===== config.mk =====
export PLATFORM = sky130hd
export DESIGN_NAME = sram_ctrl
export DESIGN_NICKNAME = d
export VERILOG_FILES = /design/src/rtl/sram_ctrl.sv
export SDC_FILE = /design/constraint.sdc
export NUM_CORES = 1
export LEC_CHECK = 0
export ABC_AREA = 0
export CORE_ASPECT_RATIO = 2
export CORE_MARGIN = 3
export CORE_UTILIZATION = 43
export DETAILED_ROUTE_END_ITERATION = 12
export PLACE_DENSITY = 0.92
export SLEW_MARGIN = 20
export SYNTH_ARGS = -nofsm -noshare
export SYNTH_HDL_FRONTEND = slang
export SYNTH_SLANG_ARGS = --single-unit

===== constraint.sdc =====
create_clock -name wb_clock_i -period 2.76 [get_ports wb_clock_i]
set_input_delay 0.552 -clock wb_clock_i [delete_from_list [all_inputs] [get_ports wb_clock_i]]
set_output_delay 0.552 -clock wb_clock_i [all_outputs]
set_load 0.02 [all_outputs]

===== src/rtl/sram_ctrl.sv =====
// sram_ctrl: Wishbone B4 pipelined slave driving an external asynchronous SRAM.
// Wait states are derived from WB_CLOCK_MHZ and ACCESS_NS. Writes hold the
// data bus one extra cycle after WE falls so the SRAM latches stable data.
// Optional macro SRAM_CTRL_TURNAROUND_EN: after a read, spend one extra cycle
// in RECOVER so the SRAM outputs return to High-Z before the FPGA can drive
// the bus for a following write.
`timescale 1ns/1ps

module sram_ctrl #(
  parameter int WB_CLOCK_MHZ = 64,
  parameter int ACCESS_NS    = 10,
  parameter int DATA_WIDTH   = 8,
  parameter int ADDR_WIDTH   = 17,
  parameter int SEL_WIDTH    = DATA_WIDTH / 8
) (
  input  logic                  wb_clock_i,
  input  logic                  wb_reset_i,
  input  logic [ADDR_WIDTH-1:0] wb_addr_i,
  input  logic [DATA_WIDTH-1:0] wb_data_i,
  output logic [DATA_WIDTH-1:0] wb_data_o,
  input  logic [SEL_WIDTH-1:0]  wb_sel_i,
  input  logic                  wb_we_i,
  input  logic                  wb_cycle_i,
  input  logic                  wb_strobe_i,
  output logic                  wb_stall_o,
  output logic                  wb_ack_o,
  output logic                  ram_oe_o,
  output logic                  ram_we_o,
  output logic [SEL_WIDTH-1:0]  ram_be_o,
  output logic [ADDR_WIDTH-1:0] ram_addr_o,
  input  logic [DATA_WIDTH-1:0] ram_data_i,
  output logic [DATA_WIDTH-1:0] ram_data_o,
  output logic                  ram_data_oe
);

  // Clock cycles needed to cover the SRAM access time, never less than one.
  localparam int CYC_RAW       = (ACCESS_NS * WB_CLOCK_MHZ + 999) / 1000;
  localparam int ACCESS_CYCLES = (CYC_RAW < 1) ? 1 : CYC_RAW;
  localparam int CNT_W         = $clog2(ACCESS_CYCLES + 1);

  // Reads count one extra edge so OE covers the full access plus capture.
  localparam logic [CNT_W-1:0] CNT_READ  = CNT_W'(ACCESS_CYCLES);
  localparam logic [CNT_W-1:0] CNT_WRITE = CNT_W'(ACCESS_CYCLES - 1);
  localparam logic [CNT_W-1:0] CNT_ONE   = CNT_W'(1);

  typedef enum logic [1:0] {IDLE, READ, WRITE, RECOVER} state_t;

  // Initialisers give the same power-up state as reset on FPGA targets.
  state_t                  state_reg = IDLE;
  state_t                  state_next;
  logic [CNT_W-1:0]        cnt_reg = '0;
  logic [CNT_W-1:0]        cnt_next;
  logic                    oe_reg = 1'b0;
  logic                    oe_next;
  logic                    we_reg = 1'b0;
  logic                    we_next;
  logic                    doe_reg = 1'b0;
  logic                    doe_next;
  logic                    ack_reg = 1'b0;
  logic                    ack_next;
  logic [SEL_WIDTH-1:0]    be_reg = '0;
  logic [SEL_WIDTH-1:0]    be_next;
  logic [ADDR_WIDTH-1:0]   addr_reg = '0;
  logic [ADDR_WIDTH-1:0]   addr_next;
  logic [DATA_WIDTH-1:0]   wdata_reg = '0;
  logic [DATA_WIDTH-1:0]   wdata_next;
  logic [DATA_WIDTH-1:0]   rdata_reg = '0;
  logic [DATA_WIDTH-1:0]   rdata_next;

  // Next-state and output decode; everything holds unless a state says otherwise.
  always_comb begin
    state_next = state_reg;
    cnt_next   = cnt_reg;
    oe_next    = oe_reg;
    we_next    = we_reg;
    doe_next   = doe_reg;
    ack_next   = 1'b0;
    be_next    = be_reg;
    addr_next  = addr_reg;
    wdata_next = wdata_reg;
    rdata_next = rdata_reg;
    case (state_reg)
      IDLE: begin
        if (wb_cycle_i && wb_strobe_i) begin
          addr_next  = wb_addr_i;
          wdata_next = wb_data_i;
          be_next    = wb_sel_i;
          if (wb_we_i) begin
            we_next    = 1'b1;
            doe_next   = 1'b1;
            cnt_next   = CNT_WRITE;
            state_next = WRITE;
          end else begin
            oe_next    = 1'b1;
            cnt_next   = CNT_READ;
            state_next = READ;
          end
        end
      end
      READ: begin
        if (cnt_reg == '0) begin
          rdata_next = ram_data_i;
          oe_next    = 1'b0;
          ack_next   = wb_cycle_i;
`ifdef SRAM_CTRL_TURNAROUND_EN
          state_next = RECOVER;
`else
          state_next = IDLE;
`endif
        end else begin
          cnt_next = cnt_reg - CNT_ONE;
        end
      end
      WRITE: begin
        if (cnt_reg == '0) begin
          // Data bus stays driven into RECOVER so data outlives the WE edge.
          we_next    = 1'b0;
          ack_next   = wb_cycle_i;
          state_next = RECOVER;
        end else begin
          cnt_next = cnt_reg - CNT_ONE;
        end
      end
      RECOVER: begin
        doe_next   = 1'b0;
        state_next = IDLE;
      end
      default: state_next = IDLE;
    endcase
  end

  // State and output registers with synchronous reset that aborts any access.
  always_ff @(posedge wb_clock_i) begin
    if (wb_reset_i) begin
      state_reg <= IDLE;
      cnt_reg   <= '0;
      oe_reg    <= 1'b0;
      we_reg    <= 1'b0;
      doe_reg   <= 1'b0;
      ack_reg   <= 1'b0;
      be_reg    <= '0;
      addr_reg  <= '0;
      wdata_reg <= '0;
      rdata_reg <= '0;
    end else begin
      state_reg <= state_next;
      cnt_reg   <= cnt_next;
      oe_reg    <= oe_next;
      we_reg    <= we_next;
      doe_reg   <= doe_next;
      ack_reg   <= ack_next;
      be_reg    <= be_next;
      addr_reg  <= addr_next;
      wdata_reg <= wdata_next;
      rdata_reg <= rdata_next;
    end
  end

  assign wb_stall_o  = (state_reg != IDLE);
  assign wb_ack_o    = ack_reg;
  assign wb_data_o   = rdata_reg;
  assign ram_oe_o    = oe_reg;
  assign ram_we_o    = we_reg;
  assign ram_data_oe = doe_reg;
  assign ram_be_o    = be_reg;
  assign ram_addr_o  = addr_reg;
  assign ram_data_o  = wdata_reg;

endmodule


# Word-level counts from Yosys, hierarchy flattened
# Cells that the tools add are included.
dict set report word_totals {
  regBits 41
  elab_cells 54
  inputBits 39
}
dict set report classes {
  n_eq_ne 8
  n_bitwise 2
  mux 17
  n_reduce_logical 16
  add_sub_neg 1
}
# op n
set ops {}
lappend ops {{2-bit inequality test (second input constant)} 5}
lappend ops {{2-bit nonzero test} 5}
lappend ops {{1-bit two-way mux} 8}
lappend ops {{2-bit two-way mux} 4}
lappend ops {{1-bit one-hot mux with 2 select lines} 4}
lappend ops {{2-bit one-hot mux with 4 select lines} 1}
lappend ops {{4-bit AND reduction} 2}
lappend ops {{2-bit AND reduction} 3}
lappend ops {{3-bit AND reduction} 2}
lappend ops {{2-bit equality test (second input constant)} 2}
lappend ops {{3-bit OR reduction} 1}
lappend ops {{2-bit by 1-bit equality test with 1-bit output (second input constant)} 1}
lappend ops {{2-bit logical NOT} 1}
lappend ops {{1-bit inverter} 2}
lappend ops {{2-bit OR reduction} 1}
lappend ops {{1-bit logical AND} 1}
lappend ops {{1-bit subtractor (second input constant)} 1}

# Logic depth before layout (Yosys ltp)
# Gate-level depths: netlist of the first run.
dict set report logic_depth {
  word_depth 4
  mapped_depth 7
  ltp_nobuf 5
}

# Worst setup path before layout of the first run
# Ideal clock, no wire load.
dict set report synth_timing {
  kind {register to register}
  start {reg state_reg[0]}
  end {reg cnt_reg}
  path_buffers 1
  t_required_ps 2690
  path_stages_with_launch 7
  setup_time_ps 70
  arrival_time_ps 1400
  setup_slack_ps 1289
  cell_sequence {dfxtp_1 inv_1 ha_1 buf_6 inv_2 or4_1 a21oi_1}
}
dict set report synth_via {
  elab_chain_len 4
  word_cells_on_any_way 8
}
# element line_no
set synth_lines {}
lappend synth_lines {{start: declaration} 49} ;# state_t state_reg = IDLE;
lappend synth_lines {{start signal: assignment} 146} ;# state_reg <= state_next;
lappend synth_lines {{2-bit equality test or 2-bit by 1-bit equality test with 1-bit output (tied branches)} 82} ;# case (state_reg)
lappend synth_lines {{2-bit OR reduction (no source line)} --}
lappend synth_lines {{2-bit nonzero test (no source line)} --}
lappend synth_lines {{2-bit AND reduction (no source line)} --}
lappend synth_lines {{end signal: assignment} 147} ;# cnt_reg <= cnt_next;
lappend synth_lines {{end: declaration} 51} ;# logic [CNT_W-1:0] cnt_reg = '0;
# Several ways; a longest one is shown, not always the timed one.
# A chain may end at the register's enable or synchronous reset.

# Worst setup path in the final report of the first run
dict set report layout_timing {
  start {reg state_reg[0]}
  end {out wb_stall_o}
}
dict set report layout_via {
  elab_chain_len 1
}
# element line_no
set layout_lines {}
lappend layout_lines {{2-bit nonzero test} 159} ;# assign wb_stall_o = (state_reg != IDLE);
lappend layout_lines {{end: declaration} 25} ;# output logic wb_stall_o,
# No other way between the ends.

==> impl_metrics.tcl, run 1 <==
set metrics [dict create \
    path_class "flop to output port" \
    max_freq_mhz 431 \
    worstMarginPinSlew_ns 0.613 \
    max-slew-margin-rel 0.591 \
    antenna_found_initial 0 \
    portBuffers 77 \
    die_height_um 92.0 \
    clk_latency_ns 0.29 \
    max_stage_delay_ns 0.60 \
    synth_seq_area_share 0.516 \
    ant_nets 0 \
    power_uw 1840 \
    yosysTopAreaCellShare 0.516 \
    cts_sinks 41 \
    ys_top_cells_by_area "dfxtp_1 52%, nand2_1 17%, a21oi_1 12%" \
    diodes 0 \
    area_growth_pct 56.8 \
    cts-hold-fix-buffers 0 \
    post-cts-setup-buffer-count 0 \
    critPathLaunchType "flop" \
    critPathLaunch "state_reg[0]" \
    synth_area_leader_cell "dfxtp_1" \
    place_hpwl_um 3250 \
    drtIter0Drc 22 \
    grt_pass1_wl_um 7180 \
    dp.cells 315 \
    whs_ns 0.454 \
    slew_violations 0 \
    seqCellArea_sq_um 821 \
    grt_max_degree 27 \
    min_period_ns 2.32 \
    worst_ep_required_time_ns 2.21 \
    rsz0062_at_grt "no" \
    ys_ff_latch 41 \
    cts_made_buffers 5 \
    vias 1605 \
    syn_area_sq_um 1590 \
    cp_max_fo 11 \
    via_per_inst 4.97 \
    cts_buffer_depth 2 \
    cp_top_family "buffers and inverters" \
    cp_slowest_cell "clkdlybuf4s50_1" \
    nNetsFinal 318 \
    cts_resized 0 \
    track_usage 0.204 \
    firstDrtPassIters 4 \
    final_hold_viol_count 0 \
    grt_pass1_vias 1587 \
    finalNonFillerCells 323 \
    cts_tree "yes" \
    fin_setup_tns_ns 0 \
    htreeDepth 2 \
    clkTransAtPathRegs_ns 0.07 \
    nFillCells 294 \
    synth_fp_nets 242 \
    place_congestion 0.816 \
    ys_warn_count 0 \
    wl_per_cell_um 13.3 \
    period_share 0.841 \
    boundaryPins 78 \
    die_area_sq_um 4510 \
    worstPathArrival_ns 1.77 \
    min_path_type "flop to flop" \
    drv_cap 0 \
    holdCritStartpoint "ram_addr_o[8]" \
    initial_core_util 0.456 \
    ir_drop_mv 0.524 \
    cp-end-kind "output port" \
    p_leak_uw 0.000909 \
    critPathBufInv 3 \
    largest_reg_flops 17 \
    r2r-start "state_reg[0]" \
    path_cells "inv_1 > ha_1 > inv_2 > clkdlybuf4s50_1" \
    die_w_um 49.0 \
    fin_skew_ns 0.00413 \
    outcome "finished, final reports clean" \
    totalWireLength_um 4300 \
    core_area_sq_um 3490 \
    avgSynthCellArea_sq_um 8.04 \
    multi_input_area_sq_um 693 \
    drc 0 \
    drive_gt1_frac 0.0473 \
    num_rows 30 \
    setup_viol 0 \
    ys_types 26 \
    cts_root_buf "clkbuf_8" \
    syn-instance-count 198 \
    grt.overflow.total 0 \
    p_per_area_nw_per_um2 739 \
]
-- cell usage after synthesis, drive strengths merged --
library cell  count
buf               6
o311ai            1
a211oi            1
o221ai            1
nor2b             1
nor4bb            1
nor2              1
o21ai             5
a21boi            1
dfxtp            41
o311a             2
ha                5
nor4b             1
inv               5
nand2            72
or4               1
a21oi            38
nand3             1
nand4             2
and3              1
clkbuf            6
nand2b            3
a31oi             1
o21a              1
-- cells in the final DEF, fill, tap and decap left out, drive strengths merged, types with 3 or more instances in the layout --
cell and instances:
inv 5, buf 4, nand2 72, clkbuf 7, a21oi 38, dfxtp 41
clkdlybuf4s50 77, ha 5, o21ai 5, nand2b 3
-- logic make-up after synthesis --
| kind of cell | after synthesis | synth area share |
|---|---|---|
| AOI/OAI and AO/OA | 51 | 0.177 |
| adders and majority gates | 5 | 0.0393 |
| buffers and inverters | 17 | 0.0487 |
| DFF | 41 | 0.516 |
| and+or+nand+nor | 84 | 0.219 |
-- final cells by class --
| class | instances | area share |
|---|---|---|
| Sequential cell | 41 | 0.329 |
| Clock buffer | 7 | 0.0386 |
| Tap cell | 48 | 0.0241 |
| Timing Repair Buffer | 81 | 0.321 |
| Inverter | 5 | 0.00752 |
| Multi-Input combinational cell | 140 | 0.278 |
| Clock inverter | 1 | 0.00201 |
-- worst paths after layout --
check	to	cells after the start	slack (ns)
min	ram_addr_o[8]	2	0.45
max	wb_stall_o	4	0.44
max reg2reg	ram_data_o[6]	6	1.10
min reg2reg	ram_addr_o[8]	2	0.45
-- routing by layer --
metal / global-route usage / up-vias / share of wire
met5: 0 / - / 0
met3: 0.0374 / 10 / 0.039
met2: 0.384 / 47 / 0.58
met4: 0.116 / 0 / 0.028
met1: 0.201 / 743 / 0.35
li1: - / 805 / -
-- through the flow --
| step | utilization | cell area (sq um) | setup WS (ns) |
|---|---|---|---|
| CTS | 0.715 | 2490 | 0.427 |
| global route | 0.715 | 2490 | 0.335 |
| detailed placement | 0.686 | 2390 | 0.760 |
| floorplan | - | 1590 | 1.29 |
| finish | 0.715 | 2490 | 0.438 |
| global placement | 0.686 | 2390 | 0.792 |
-- worst min-delay path, cell delays in order (launching register included) --
cell	delay (ns)
dfxtp_1	0.31
nand2_1	0.05
a21oi_1	0.05
-- where the power goes --
group | switching, uW | total (uW) | internal (uW)
clock network | 194 | 420 | 226
logic | 381 | 692 | 311
registers | 50.5 | 730 | 679
(Power assumes the default switching activity.)
==> run 2, diff against run 1 <==
--- a/config.mk
+++ b/config.mk
@@ -8,9 +8,9 @@
 export ABC_AREA = 0
 export CORE_ASPECT_RATIO = 2
 export CORE_MARGIN = 3
-export CORE_UTILIZATION = 43
+export CORE_UTILIZATION = 40
 export DETAILED_ROUTE_END_ITERATION = 12
-export PLACE_DENSITY = 0.92
+export PLACE_DENSITY = 0.86
 export SLEW_MARGIN = 20
 export SYNTH_ARGS = -nofsm -noshare
 export SYNTH_HDL_FRONTEND = slang
==> constraint.sdc (replaced) <==
create_clock -name wb_clock_i -period 2.4 [get_ports wb_clock_i]
set_input_delay 0.48 -clock wb_clock_i [delete_from_list [all_inputs] [get_ports wb_clock_i]]
set_output_delay 0.48 -clock wb_clock_i [all_outputs]
set_load 0.02 [all_outputs]
==> impl_metrics.tcl, run 2 (synthesis gave the netlist of run 1 again) <==
set metrics [dict create \
    firstDrtPassIters 4 \
    clkTransAtPathRegs_ns 0.07 \
    p_sw_frac 0.330 \
    diodes 0 \
    fin_skew_ns 0.00164 \
    p_per_area_nw_per_um2 879 \
    cts_root_buf "clkbuf_8" \
    worstMarginPinSlew_ns 0.620 \
    cts_tree "yes" \
    power_frac_comb 0.364 \
    clockPowerShare 0.255 \
    initial_core_util 0.427 \
    drv_cap 0 \
    grt.overflow.total 0 \
    vias 1587 \
    final_common_cell "clkdlybuf4s50_1" \
    place_hpwl_um 3310 \
    post-cts-setup-buffer-count 0 \
    via_per_inst 4.90 \
    grt_pass1_wl_um 7130 \
    switching_power_uw 729 \
    drive_gt1_frac 0.0436 \
    largest_reg_flops 17 \
    path_class "flop to output port" \
    cts_made_buffers 5 \
    nNetsFinal 318 \
    min_period_ns 2.28 \
    critPathLaunchType "flop" \
    cts_sinks 41 \
    boundaryPins 78 \
    fin_util 0.674 \
    grt_pass1_vias 1521 \
    cts-hold-fix-buffers 0 \
    p_int_uw 1480 \
    cts_resized 0 \
    final_hold_viol_count 0 \
    outcome "finished, final reports clean" \
    core_area_sq_um 3720 \
    totalWireLength_um 4460 \
    ir_drop_mv 0.644 \
    cp-end-kind "output port" \
    die_w_um 50.6 \
    clk_latency_ns 0.28 \
    grt_max_degree 27 \
    cp_max_fo 11 \
    htreeDepth 2 \
    layout_common_cells "77 x clkdlybuf4s50_1, 72 x nand2_1, 41 x dfxtp_1" \
    drtIter0Drc 23 \
    setup_viol 0 \
    area_growth_pct 57.8 \
    max_freq_mhz 439 \
    power_frac_seq 0.381 \
    num_rows 31 \
    antenna_found_initial 0 \
    die_height_um 95.2 \
    wl_per_cell_um 13.8 \
    min_path_type "flop to flop" \
    worst_ep_required_time_ns 1.92 \
    p_leak_uw 0.000913 \
    rsz0062_at_grt "no" \
    slew_violations 0 \
    place_congestion 0.843 \
    worstPathArrival_ns 1.80 \
    portBuffers 77 \
    max-slew-margin-rel 0.586 \
    track_usage 0.197 \
    ant_nets 0 \
    fin_setup_tns_ns 0 \
    period_share 0.949 \
    drc 0 \
    die_area_sq_um 4820 \
    cts_buffer_depth 2 \
]
==> run 2: changes by cell type in the layout (fill, tap and decap cells not counted) <==
| cell | previous run | this run |
|---|---|---|
| bufinv_16 | 0 | 1 |
| clkbuf_8 | 7 | 6 |
| clkbuf_1 | 0 | 1 |
| clkinv_2 | 1 | 0 |
==> run 2: final timing paths <==
kind                  start              to  slack, ns  cells after the start
max            state_reg[0]      wb_stall_o       0.12                      4
min          ram_addr_o[12]  ram_addr_o[12]       0.45                      2
max reg2reg    state_reg[0]    state_reg[1]       0.72                      5
min reg2reg  ram_addr_o[12]  ram_addr_o[12]       0.45                      2
==> run 2: critical path, stage by stage, from the launching register on <==
cell and delay (ns):
dfxtp_1 0.37, inv_1 0.10, ha_1 0.33, inv_2 0.11
clkdlybuf4s50_1 0.60
==> run 2: through the flow <==
step | total power [uW] | hold WS [ns] | cells | area [sq um] | setup slack [ns]
floorplan | 1330 | 0.490 | 198 | 1590 | 0.929
CTS | 2230 | 0.457 | 324 | 2510 | 0.119
detailed placement | 1660 | 0.446 | 316 | 2390 | 0.448
global placement | 1630 | 0.441 | 316 | 2390 | 0.504
finish | 2210 | 0.454 | 324 | 2510 | 0.123
global route | 2340 | 0.472 | 324 | 2510 | 0.0443
==> run 2: final cells by class <==
class                      count  area (sq um)
clock buffer                   7          86.3
clock inverter                 1          30.0
fill                         340          1210
inverter                       5          18.8
multi-input combinational    140           693
sequential                    41           821
tap                           49          61.3
timing repair buffer          81           801
==> run 2: layer usage <==
| layer | GRT usage | part of all wire | routed length, um | vias to the layer above |
|---|---|---|---|---|
| met4 | 0.0899 | 0.031 | 138 | 0 |
| met3 | 0.0563 | 0.059 | 265 | 11 |
| li1 | - | - | - | 804 |
| met2 | 0.373 | 0.57 | 2530 | 56 |
| met5 | 0 | 0 | 0 | - |
| met1 | 0.190 | 0.34 | 1530 | 716 |
==> run 2: power by group through the flow <==
stage	Sequential, uW	Combinational [uW]	Clock, uW
final	840	804	563
after global routing	852	881	612
after CTS	840	811	581
after detailed placement	855	806	0
after global placement	848	786	0
after floorplan	952	378	0
